$ cat config.mk
export PLATFORM = sky130hd
export DESIGN_NAME = frame_tx_ctrl_flat
export DESIGN_NICKNAME = d
export VERILOG_FILES = /design/src/rtl/frame_tx_ctrl_pkg.sv /design/src/rtl/frame_tx_ctrl_if.sv /design/src/rtl/frame_tx_ctrl_hdr_gen.sv /design/src/rtl/frame_tx_ctrl.sv /design/src/flat_wrapper.sv
export SDC_FILE = /design/constraint.sdc
export NUM_CORES = 1
export LEC_CHECK = 0
export ABC_AREA = 1
export BUFFER_PORTS_ARGS = -buffer_cell sky130_fd_sc_hd__clkbuf_2
export CORE_MARGIN = 4
export CORE_UTILIZATION = 61
export CTS_CLUSTER_SIZE = 10
export DETAILED_ROUTE_END_ITERATION = 10
export GPL_TIMING_DRIVEN = 0
export PLACE_DENSITY = 0.85
export SETUP_SLACK_MARGIN = 0.1
export SLEW_MARGIN = 20
export SYNTH_ARGS = -nofsm -noshare
export SYNTH_HDL_FRONTEND = slang
export SYNTH_SLANG_ARGS = --single-unit
$ cat constraint.sdc
create_clock -name clk -period 4.9 [get_ports clk]
set_clock_uncertainty 0.2 [all_clocks]
set_input_delay 0.98 -clock clk [delete_from_list [all_inputs] [get_ports clk]]
set_output_delay 0.98 -clock clk [all_outputs]
set_load 0.05 [all_outputs]
$ cat src/rtl/frame_tx_ctrl_pkg.sv
// Shared types and header helper for the frame transmit controller.
// Optional checksum trailer is enabled with the FRAME_TX_CSUM_EN macro.
package frame_pkg;

  typedef logic [7:0] byte_t;

  typedef enum logic [2:0] {
    IDLE = 3'd0,
    HDR  = 3'd1,
    BODY = 3'd2,
    CSUM = 3'd3,
    DONE = 3'd4
  } state_t;

  localparam int HDR_LEN = 5;

  // Header layout: magic, width (big-endian), height (big-endian).
  function automatic byte_t hdr_byte(input logic [2:0] idx, input logic [15:0] w,
                                     input logic [15:0] h, input byte_t magic);
    byte_t b;
    case (idx)
      3'd0:    b = magic;
      3'd1:    b = w[15:8];
      3'd2:    b = w[7:0];
      3'd3:    b = h[15:8];
      3'd4:    b = h[7:0];
      default: b = 8'h00;
    endcase
    return b;
  endfunction

endpackage

$ cat src/rtl/frame_tx_ctrl_if.sv
// Byte-stream handshake bundle used on both sides of frame_tx_ctrl.
interface axis_if;
  import frame_pkg::*;

  // A byte moves only when vld & rdy are both high at the clock edge; while
  // vld is high and rdy low the source must hold data stable.
  logic  vld;
  logic  rdy;
  byte_t data;

  modport master (output vld, output data, input rdy);
  modport slave  (input vld, input data, output rdy);
endinterface

$ cat src/rtl/frame_tx_ctrl_hdr_gen.sv
// Header byte sequencer: index register, header mux and last-byte flag.
module frame_hdr_gen
  import frame_pkg::*;
#(
  parameter int    WIDTH     = 640,
  parameter int    HEIGHT    = 480,
  parameter byte_t HDR_MAGIC = 8'hA5
) (
  input  logic  clk,
  input  logic  rst_n,
  input  logic  clr_i,
  input  logic  adv_i,
  output byte_t data_o,
  output logic  last_o
);

  logic [2:0] hdr_idx_q;
  logic [2:0] hdr_idx_d;

  always_comb begin
    hdr_idx_d = hdr_idx_q;
    if (clr_i)
      hdr_idx_d = 3'd0;
    else if (adv_i)
      hdr_idx_d = hdr_idx_q + 3'd1;
  end

  always_ff @(posedge clk or negedge rst_n) begin
    if (!rst_n)
      hdr_idx_q <= 3'd0;
    else
      hdr_idx_q <= hdr_idx_d;
  end

  assign data_o = hdr_byte(hdr_idx_q, 16'(WIDTH), 16'(HEIGHT), HDR_MAGIC);
  assign last_o = (hdr_idx_q == 3'(HDR_LEN - 1));

endmodule

$ cat src/rtl/frame_tx_ctrl.sv
// Frame sequencer: header, then exactly WIDTH*HEIGHT*3 gated body bytes, then done.
// Define FRAME_TX_CSUM_EN to append an XOR checksum byte after the body.
module frame_tx_ctrl
  import frame_pkg::*;
#(
  parameter int    WIDTH     = 640,
  parameter int    HEIGHT    = 480,
  parameter byte_t HDR_MAGIC = 8'hA5
) (
  input  logic   clk,
  input  logic   rst_n,
  input  logic   start,
  input  logic   abort,
  axis_if.slave  axis_i,
  axis_if.master axis_o,
  output logic   busy,
  output logic   done,
  output state_t state_o
);

  localparam longint unsigned TOTAL = 64'(WIDTH) * 64'(HEIGHT) * 64'd3;
  localparam int CNT_W = $clog2(TOTAL);
  localparam logic [CNT_W-1:0] LAST = CNT_W'(TOTAL - 64'd1);

  state_t           state_q;
  logic [CNT_W-1:0] byte_cnt_q;
  logic [CNT_W-1:0] byte_cnt_d;
  byte_t            hdr_data;
  logic             hdr_last;
  logic             ok;
  logic             hdr_clr;
  logic             hdr_adv;
`ifdef FRAME_TX_CSUM_EN
  byte_t            csum_q;
  byte_t            csum_d;
`endif

  assign ok         = axis_o.vld & axis_o.rdy;
  assign byte_cnt_d = byte_cnt_q + 1'b1;
  assign hdr_clr    = (state_q == IDLE) & start;
  assign hdr_adv    = (state_q == HDR) & ok;
`ifdef FRAME_TX_CSUM_EN
  assign csum_d     = csum_q ^ axis_i.data;
`endif

  frame_hdr_gen #(
    .WIDTH     (WIDTH),
    .HEIGHT    (HEIGHT),
    .HDR_MAGIC (HDR_MAGIC)
  ) u_hdr (
    .clk    (clk),
    .rst_n  (rst_n),
    .clr_i  (hdr_clr),
    .adv_i  (hdr_adv),
    .data_o (hdr_data),
    .last_o (hdr_last)
  );

  always_ff @(posedge clk or negedge rst_n) begin
    if (!rst_n) begin
      state_q    <= IDLE;
      byte_cnt_q <= '0;
`ifdef FRAME_TX_CSUM_EN
      csum_q     <= 8'h00;
`endif
    end else if (state_q == IDLE) begin
      // start beats a simultaneous abort here since abort only acts mid-frame
      if (start) begin
        state_q    <= HDR;
        byte_cnt_q <= '0;
`ifdef FRAME_TX_CSUM_EN
        csum_q     <= 8'h00;
`endif
      end
    end else if (abort) begin
      state_q <= IDLE;
    end else begin
      case (state_q)
        HDR: begin
          if (ok && hdr_last)
            state_q <= BODY;
        end
        BODY: begin
          if (ok) begin
            byte_cnt_q <= byte_cnt_d;
`ifdef FRAME_TX_CSUM_EN
            csum_q     <= csum_d;
            if (byte_cnt_q == LAST)
              state_q <= CSUM;
`else
            if (byte_cnt_q == LAST)
              state_q <= DONE;
`endif
          end
        end
`ifdef FRAME_TX_CSUM_EN
        CSUM: begin
          if (ok)
            state_q <= DONE;
        end
`endif
        DONE:    state_q <= IDLE;
        default: state_q <= IDLE;
      endcase
    end
  end

  // Outputs decode the state register only, except the body pass-through.
  always_comb begin
    axis_o.vld  = 1'b0;
    axis_o.data = 8'h00;
    axis_i.rdy  = 1'b0;
    case (state_q)
      HDR: begin
        axis_o.vld  = 1'b1;
        axis_o.data = hdr_data;
      end
      BODY: begin
        axis_o.vld  = axis_i.vld;
        axis_o.data = axis_i.data;
        axis_i.rdy  = axis_o.rdy;
      end
`ifdef FRAME_TX_CSUM_EN
      CSUM: begin
        axis_o.vld  = 1'b1;
        axis_o.data = csum_q;
      end
`endif
      default: ;
    endcase
  end

  assign busy    = (state_q != IDLE);
  assign done    = (state_q == DONE);
  assign state_o = state_q;

endmodule

$ cat src/flat_wrapper.sv
// flat-port wrapper written by rule: the top's interface ports become plain ports
module frame_tx_ctrl_flat import frame_pkg::*;
#(
  parameter int    WIDTH     = 640,
  parameter int    HEIGHT    = 480,
  parameter byte_t HDR_MAGIC = 8'hA5
)
  (clk, rst_n, start, abort, busy, done, state_o, axis_i_vld, axis_i_data, axis_i_rdy, axis_o_vld, axis_o_data, axis_o_rdy);
  axis_if axis_i_i ();
  axis_if axis_o_i ();
  input  logic clk;
  input  logic rst_n;
  input  logic start;
  input  logic abort;
  output logic busy;
  output logic done;
  output state_t state_o;
  input wire logic [$bits(axis_i_i.vld)-1:0] axis_i_vld;
  input wire logic [$bits(axis_i_i.data)-1:0] axis_i_data;
  output wire logic [$bits(axis_i_i.rdy)-1:0] axis_i_rdy;
  output wire logic [$bits(axis_o_i.vld)-1:0] axis_o_vld;
  output wire logic [$bits(axis_o_i.data)-1:0] axis_o_data;
  input wire logic [$bits(axis_o_i.rdy)-1:0] axis_o_rdy;
  assign axis_i_i.vld = axis_i_vld;
  assign axis_i_i.data = axis_i_data;
  assign axis_i_rdy = axis_i_i.rdy;
  assign axis_o_vld = axis_o_i.vld;
  assign axis_o_data = axis_o_i.data;
  assign axis_o_i.rdy = axis_o_rdy;
  frame_tx_ctrl #(.WIDTH(WIDTH), .HEIGHT(HEIGHT), .HDR_MAGIC(HDR_MAGIC)) u_core (.clk(clk), .rst_n(rst_n), .start(start), .abort(abort), .axis_i(axis_i_i), .axis_o(axis_o_i), .busy(busy), .done(done), .state_o(state_o));
endmodule
Yosys cells after proc, flatten, opt, wreduce, memory -nomap -nowiden

Index checks and enable logic that the tools add are counted.

Register bits after elaboration: 26
Input port bits: 14
Output and inout port bits: 15
Word-level logic and storage cells: 48

Add/subtract/negate cells: 2
Equal/unequal tests: 13
Muxes and demuxes: 18
Bitwise gates (word level): 3
Reductions and logical operators: 9

Operator list:

| operator              | number |
|---|---|
| $mux 20               | 5 |
| $pmux 8 s5            | 1 |
| $mux 3                | 8 |
| $add 20x1->20 const B | 1 |
| $eq 20x20->1 const B  | 1 |
| $pmux 8 s2            | 1 |
| $eq 3x2->1 const B    | 3 |
| $ne 4x2->1 const B    | 2 |
| $reduce_and 4->1      | 2 |
| $eq 3x1->1 const B    | 2 |
| $eq 3x3->1 const B    | 2 |
| $logic_not 3->1       | 2 |
| $pmux 3 s2            | 1 |
| $reduce_bool 2->1     | 3 |
| $ne 4x3->1 const B    | 1 |
| $add 3x1->3 const B   | 1 |
| $and 1x1->1           | 3 |
| $reduce_bool 3->1     | 1 |
| $ne 2x1->1 const B    | 1 |
| $ne 2x2->1 const B    | 1 |
| $pmux 1 s2            | 1 |
| $logic_and 1x1->1     | 1 |
| $mux 1                | 1 |

Logic depth before layout (Yosys ltp)

Depth after elaboration: 8
Mapped depth: 10
Gate-level depth less buffers: 8

Modules after synthesis

A second synthesis with hierarchy kept.

Cells, all modules: 274
Area total of the unflattened synthesis: 1986.9 um2

Modules (own cells, without submodules):

| module        | instances | cells an instance | area an instance (um2) | seq. area each (um2) |
|---|---|---|---|---|
| frame_tx_ctrl | 1         | 236               | 1724.2                 | 575.6 |
| frame_hdr_gen | 1         | 38                | 262.8                  | 75.1 |

Worst setup path before layout

Ideal clock, no wire load.

Path kind: register to output
Start point: register u_core.state_q[0], in the netlist u_core.state_o[0]
End point: output axis_o_data[7]
Arrival time: 2161 ps
Data required time: 3720 ps
Path slack: 1559 ps
Stages on the path, launching flop included: 3
Path buffers: 0
Cell sequence: dfrtp_1 > nand3_1 > o21ai_0

Longest elaborated chain between the ends: 2
Elaborated cells between the ends (all ways): 3
Those cells by class: 2 x eq/ne; 1 x mux

Ends and longest elaborated chain:

| what                                     | RTL line             | RTL |
|---|---|---|
| start: declaration                       | frame_tx_ctrl.sv:25  | `state_t state_q;` |
| start signal: assignment                 | frame_tx_ctrl.sv:61  | `state_q <= IDLE;` |
| start signal: assignment                 | frame_tx_ctrl.sv:69  | `state_q <= HDR;` |
| start signal: assignment                 | frame_tx_ctrl.sv:76  | `state_q <= IDLE;` |
| $eq 3x2->1 or $eq 3x1->1 (tied branches) | frame_tx_ctrl.sv:113 | `case (state_q)` |
| $pmux 8 s2 *                             | frame_tx_ctrl.sv:113 |  |
| end: declaration                         | flat_wrapper.sv:22   | `output wire logic [$bits(axis_o_i.data)-1:0] axis_o_data;` |

Mark *: on every way between the ends. The rest lies on a longest branch, timed or not.

Worst setup path after layout

Start point: register u_core.u_hdr.hdr_idx_q[0]
End point: output axis_o_data[0]

Longest elaborated chain between the ends: 3
Elaborated cells between the ends (all ways): 7
Those cells by class: 4 x eq/ne; 2 x mux; 1 x reduce/logical

Ends and longest elaborated chain:

| what                                     | RTL line                    | RTL |
|---|---|---|
| start: declaration                       | frame_tx_ctrl_hdr_gen.sv:17 | `logic [2:0] hdr_idx_q;` |
| start signal: assignment                 | frame_tx_ctrl_hdr_gen.sv:32 | `hdr_idx_q <= hdr_idx_d;` |
| $eq 3x3->1, or another cell as far along | frame_tx_ctrl_pkg.sv:21     | `case (idx)` |
| $pmux 8 s5 *                             | frame_tx_ctrl_pkg.sv:21     |  |
| $pmux 8 s2 *                             | frame_tx_ctrl.sv:113        |  |

Marks and branches as above.

==> flow_metrics.py <==
metrics = {
    "worst_setup_path": {
        "reg2reg_depth": 8,
        "cpLargestDelayFamily": "compound AO/OA/AOI/OAI gates",
        "cpMostUsedCell": "a21oi_1",
        "path_buf_inv": 2,
        "cp_max_fo": 5,
        "crit_slowest_cell": "dfrtp_1",
        "path_depth": 6,
        "worstPathArrival_ns": 1.78,
        "slowest_delay_ns": 0.40,
        "critical_path_class": "reg2out",
        "endpoint_kind": "output pin",
        "crit_path_cell_trace": "inv_1 -> ha_1 -> a21oi_1 -> a21oi_1 -> a32o_1 -> clkbuf_2",
        "cp-start-kind": "flip-flop",
        "cp.required_ns": 3.72,
    },
    "routing": {
        "via_per_inst": 5.59,
        "drtPass1Iterations": 4,
        "met1Wirelength_um": 1910,
        "wl_met3_um": 293,
        "wl_per_cell_um": 13.2,
        "vias": 1805,
        "drc": 0,
        "top_layer": "met4",
        "detail-route-antenna-nets": 0,
        "drt_iter0_drc": 125,
        "wl_met2_um": 2000,
        "drt-total-wl_um": 4250,
    },
    "sta": {
        "finalSetupViolCount": 0,
        "holdWs_ns": 0.357,
        "fin_crit_ns": 2.96,
        "hold_violations": 0,
        "worst_pin_slew_ns": 0.652,
        "finalCritPeriodShare_pct": 60.4,
        "timing.fmax_mhz": 338,
        "relSlewSlack_pct": 56.5,
        "fin_setup_tns_ns": 0,
        "slew_violations": 0,
        "rsz0062_at_grt": "false",
    },
    "grt": {
        "antenna_found_initial": 0,
        "grt_pass1_wl_um": 7290,
        "grt-ovfl-total": 0,
        "grt_pass1_vias": 1629,
        "grt_max_degree": 27,
        "grt_usage_pct": 22.5,
    },
    "synth": {
        "syn-instance-count": 260,
        "yosysTopAreaCell": "dfrtp_1",
        "netlist_area_mm2": 0.00189,
        "yosys_warnings": 0,
        "synth.top_cell.area_share_pct": 34.3,
        "synth_cell_type_count": 30,
        "syn_nets": 280,
        "synth-seq-cells": 26,
        "synth_area_leaders": "dfrtp_1, nand2_1, nor2_1, nand3_1, inv_1",
        "yosysSeqAreaShare_pct": 34.3,
        "postSynthAreaPerCell_um2": 7.29,
    },
    "cts": {
        "ctsHoldBuffers": 0,
        "clockBufferDepth": 2,
        "h-tree-depth": 1,
        "cts_setup_buffers": 0,
        "cts_resized": 0,
        "insertion_delay_ns": 0.32,
        "cts_made_buffers": 3,
        "cts_tree": "yes",
        "clock-root-buffer": "clkbuf_4",
        "cts.sinks": 26,
        "cts.clk_slew.worst_paths_ns": 0.13,
    },
    "pwr": {
        "leakage_nw": 0.967,
        "powerDensity_mw_per_mm2": 478,
        "ir_worst_vdd_uv": 465,
    },
    "floorplanning": {
        "die_width_um": 63.7,
        "die-area_mm2": 0.00406,
        "placementRows": 19,
        "core-area_mm2": 0.00285,
        "ioPinCount": 29,
        "die_y_um": 63.7,
        "start_util_pct": 66.4,
    },
    "placement": {
        "io_buffers": 28,
        "gp_congestion": 0.918,
        "dp_hpwl_um": 3350,
    },
    "finish": {
        "multi_input_area_mm2": 0.00107,
        "drive_gt1_share_pct": 20.5,
        "n_fill_cell": 238,
        "fin_nets": 313,
        "antenna_cells": 0,
        "area_delta_synth_final_pct": 11.4,
        "ff_latch_area_um2": 651,
        "final_common_cell": "nand2_1",
        "mostFrequentLayoutCells": "nand2_1, nor2_1, clkbuf_2, dfrtp_1, inv_1",
    },
    "min_path": {
        "holdPathStages": 2,
        "hold_path.class": "reg2reg",
    },
    "run_status": {
        "status": "complete, no violations",
    },
    "run": {
        "drv_cap": 0,
    },
}
[Yosys cell counts (all sizes together)]
master   n
a32o     2
o211ai   1
a21oi   10
clkbuf   2
inv     28
nor3     5
buf      3
o22ai    1
o21bai   5
nand4    8
nand3b   2
xor2     2
nor2    37
dfrtp   26
nand2   75
o21ai   20
ha       6
nand3   27
[sequential cells by signal, indices dropped and copies added (netlist names)]
name / flops
u_core.byte_cnt_q: 20
u_core.state_o: 3
u_core.u_hdr.hdr_idx_q: 3
[metal layers]
layer | vias up | global-route usage, %
met5 | - | 0
met4 | 0 | 5.66
met3 | 6 | 3.91
met2 | 56 | 37.0
met1 | 814 | 30.7
li1 | 929 | -
[worst min-delay path, delay by kind of cell (launching register included)]
| family | cells | cell delay, ns |
|---|---|---|
| and+or+nand+nor | 2 | 0.12 |
| DFF | 1 | 0.42 |
[worst paths after layout]
check,startpoint,endpoint,slack (ns)
max,u_core.u_hdr.hdr_idx_q[0],axis_o_data[0],1.94
min,u_core.byte_cnt_q[19],u_core.byte_cnt_q[19],0.36
max reg2reg,u_core.byte_cnt_q[0],u_core.state_o[1],2.69
min reg2reg,u_core.byte_cnt_q[19],u_core.byte_cnt_q[19],0.36
max in group asynchronous,rst_n,u_core.byte_cnt_q[14],3.62
min in group asynchronous,rst_n,u_core.state_o[1],0.45
[through the flow]
stage          std cells  util [%]  setup slack, ns  cell area, um^2  power, mW
2_1_floorplan        260         -             1.56             1890      0.770
3_3_place_gp         319      72.7             2.17             2070      0.897
3_5_place_dp         319      72.7             2.15             2070      0.905
4_1_cts              323      73.9             1.92             2110       1.01
5_1_grt              323      73.9             1.79             2110       1.08
6_report             323      73.9             1.94             2110       1.01
[where the power goes]
part / switching (mW) / leakage, nW / total [mW] / internal (mW)
sequential: 0.0273 / 0.357 / 0.266 / 0.239
combinational: 0.464 / 0.589 / 0.635 / 0.170
clock: 0.0615 / 0.0210 / 0.107 / 0.0455
total: 0.553 / 0.967 / 1.01 / 0.455
[cell type report]
type,count,area share (%)
clock buffer,4,1.72
sequential,26,30.8
timing repair buffer,28,6.64
inverter,28,5.34
buffer,5,2.73
multi-input combinational,201,50.9
tap,31,1.84
[kinds of logic after synthesis]
logic type / count (synthesis) / share of synthesized area (%)
compound gates: 39 / 12.5
flops: 26 / 34.3
xor+xnor: 2 / 0.925
fa+ha+maj: 6 / 3.96
buf+inv: 33 / 8.98
simple gates: 154 / 39.3
No activity file was read; power rests on OpenSTA's default activity.
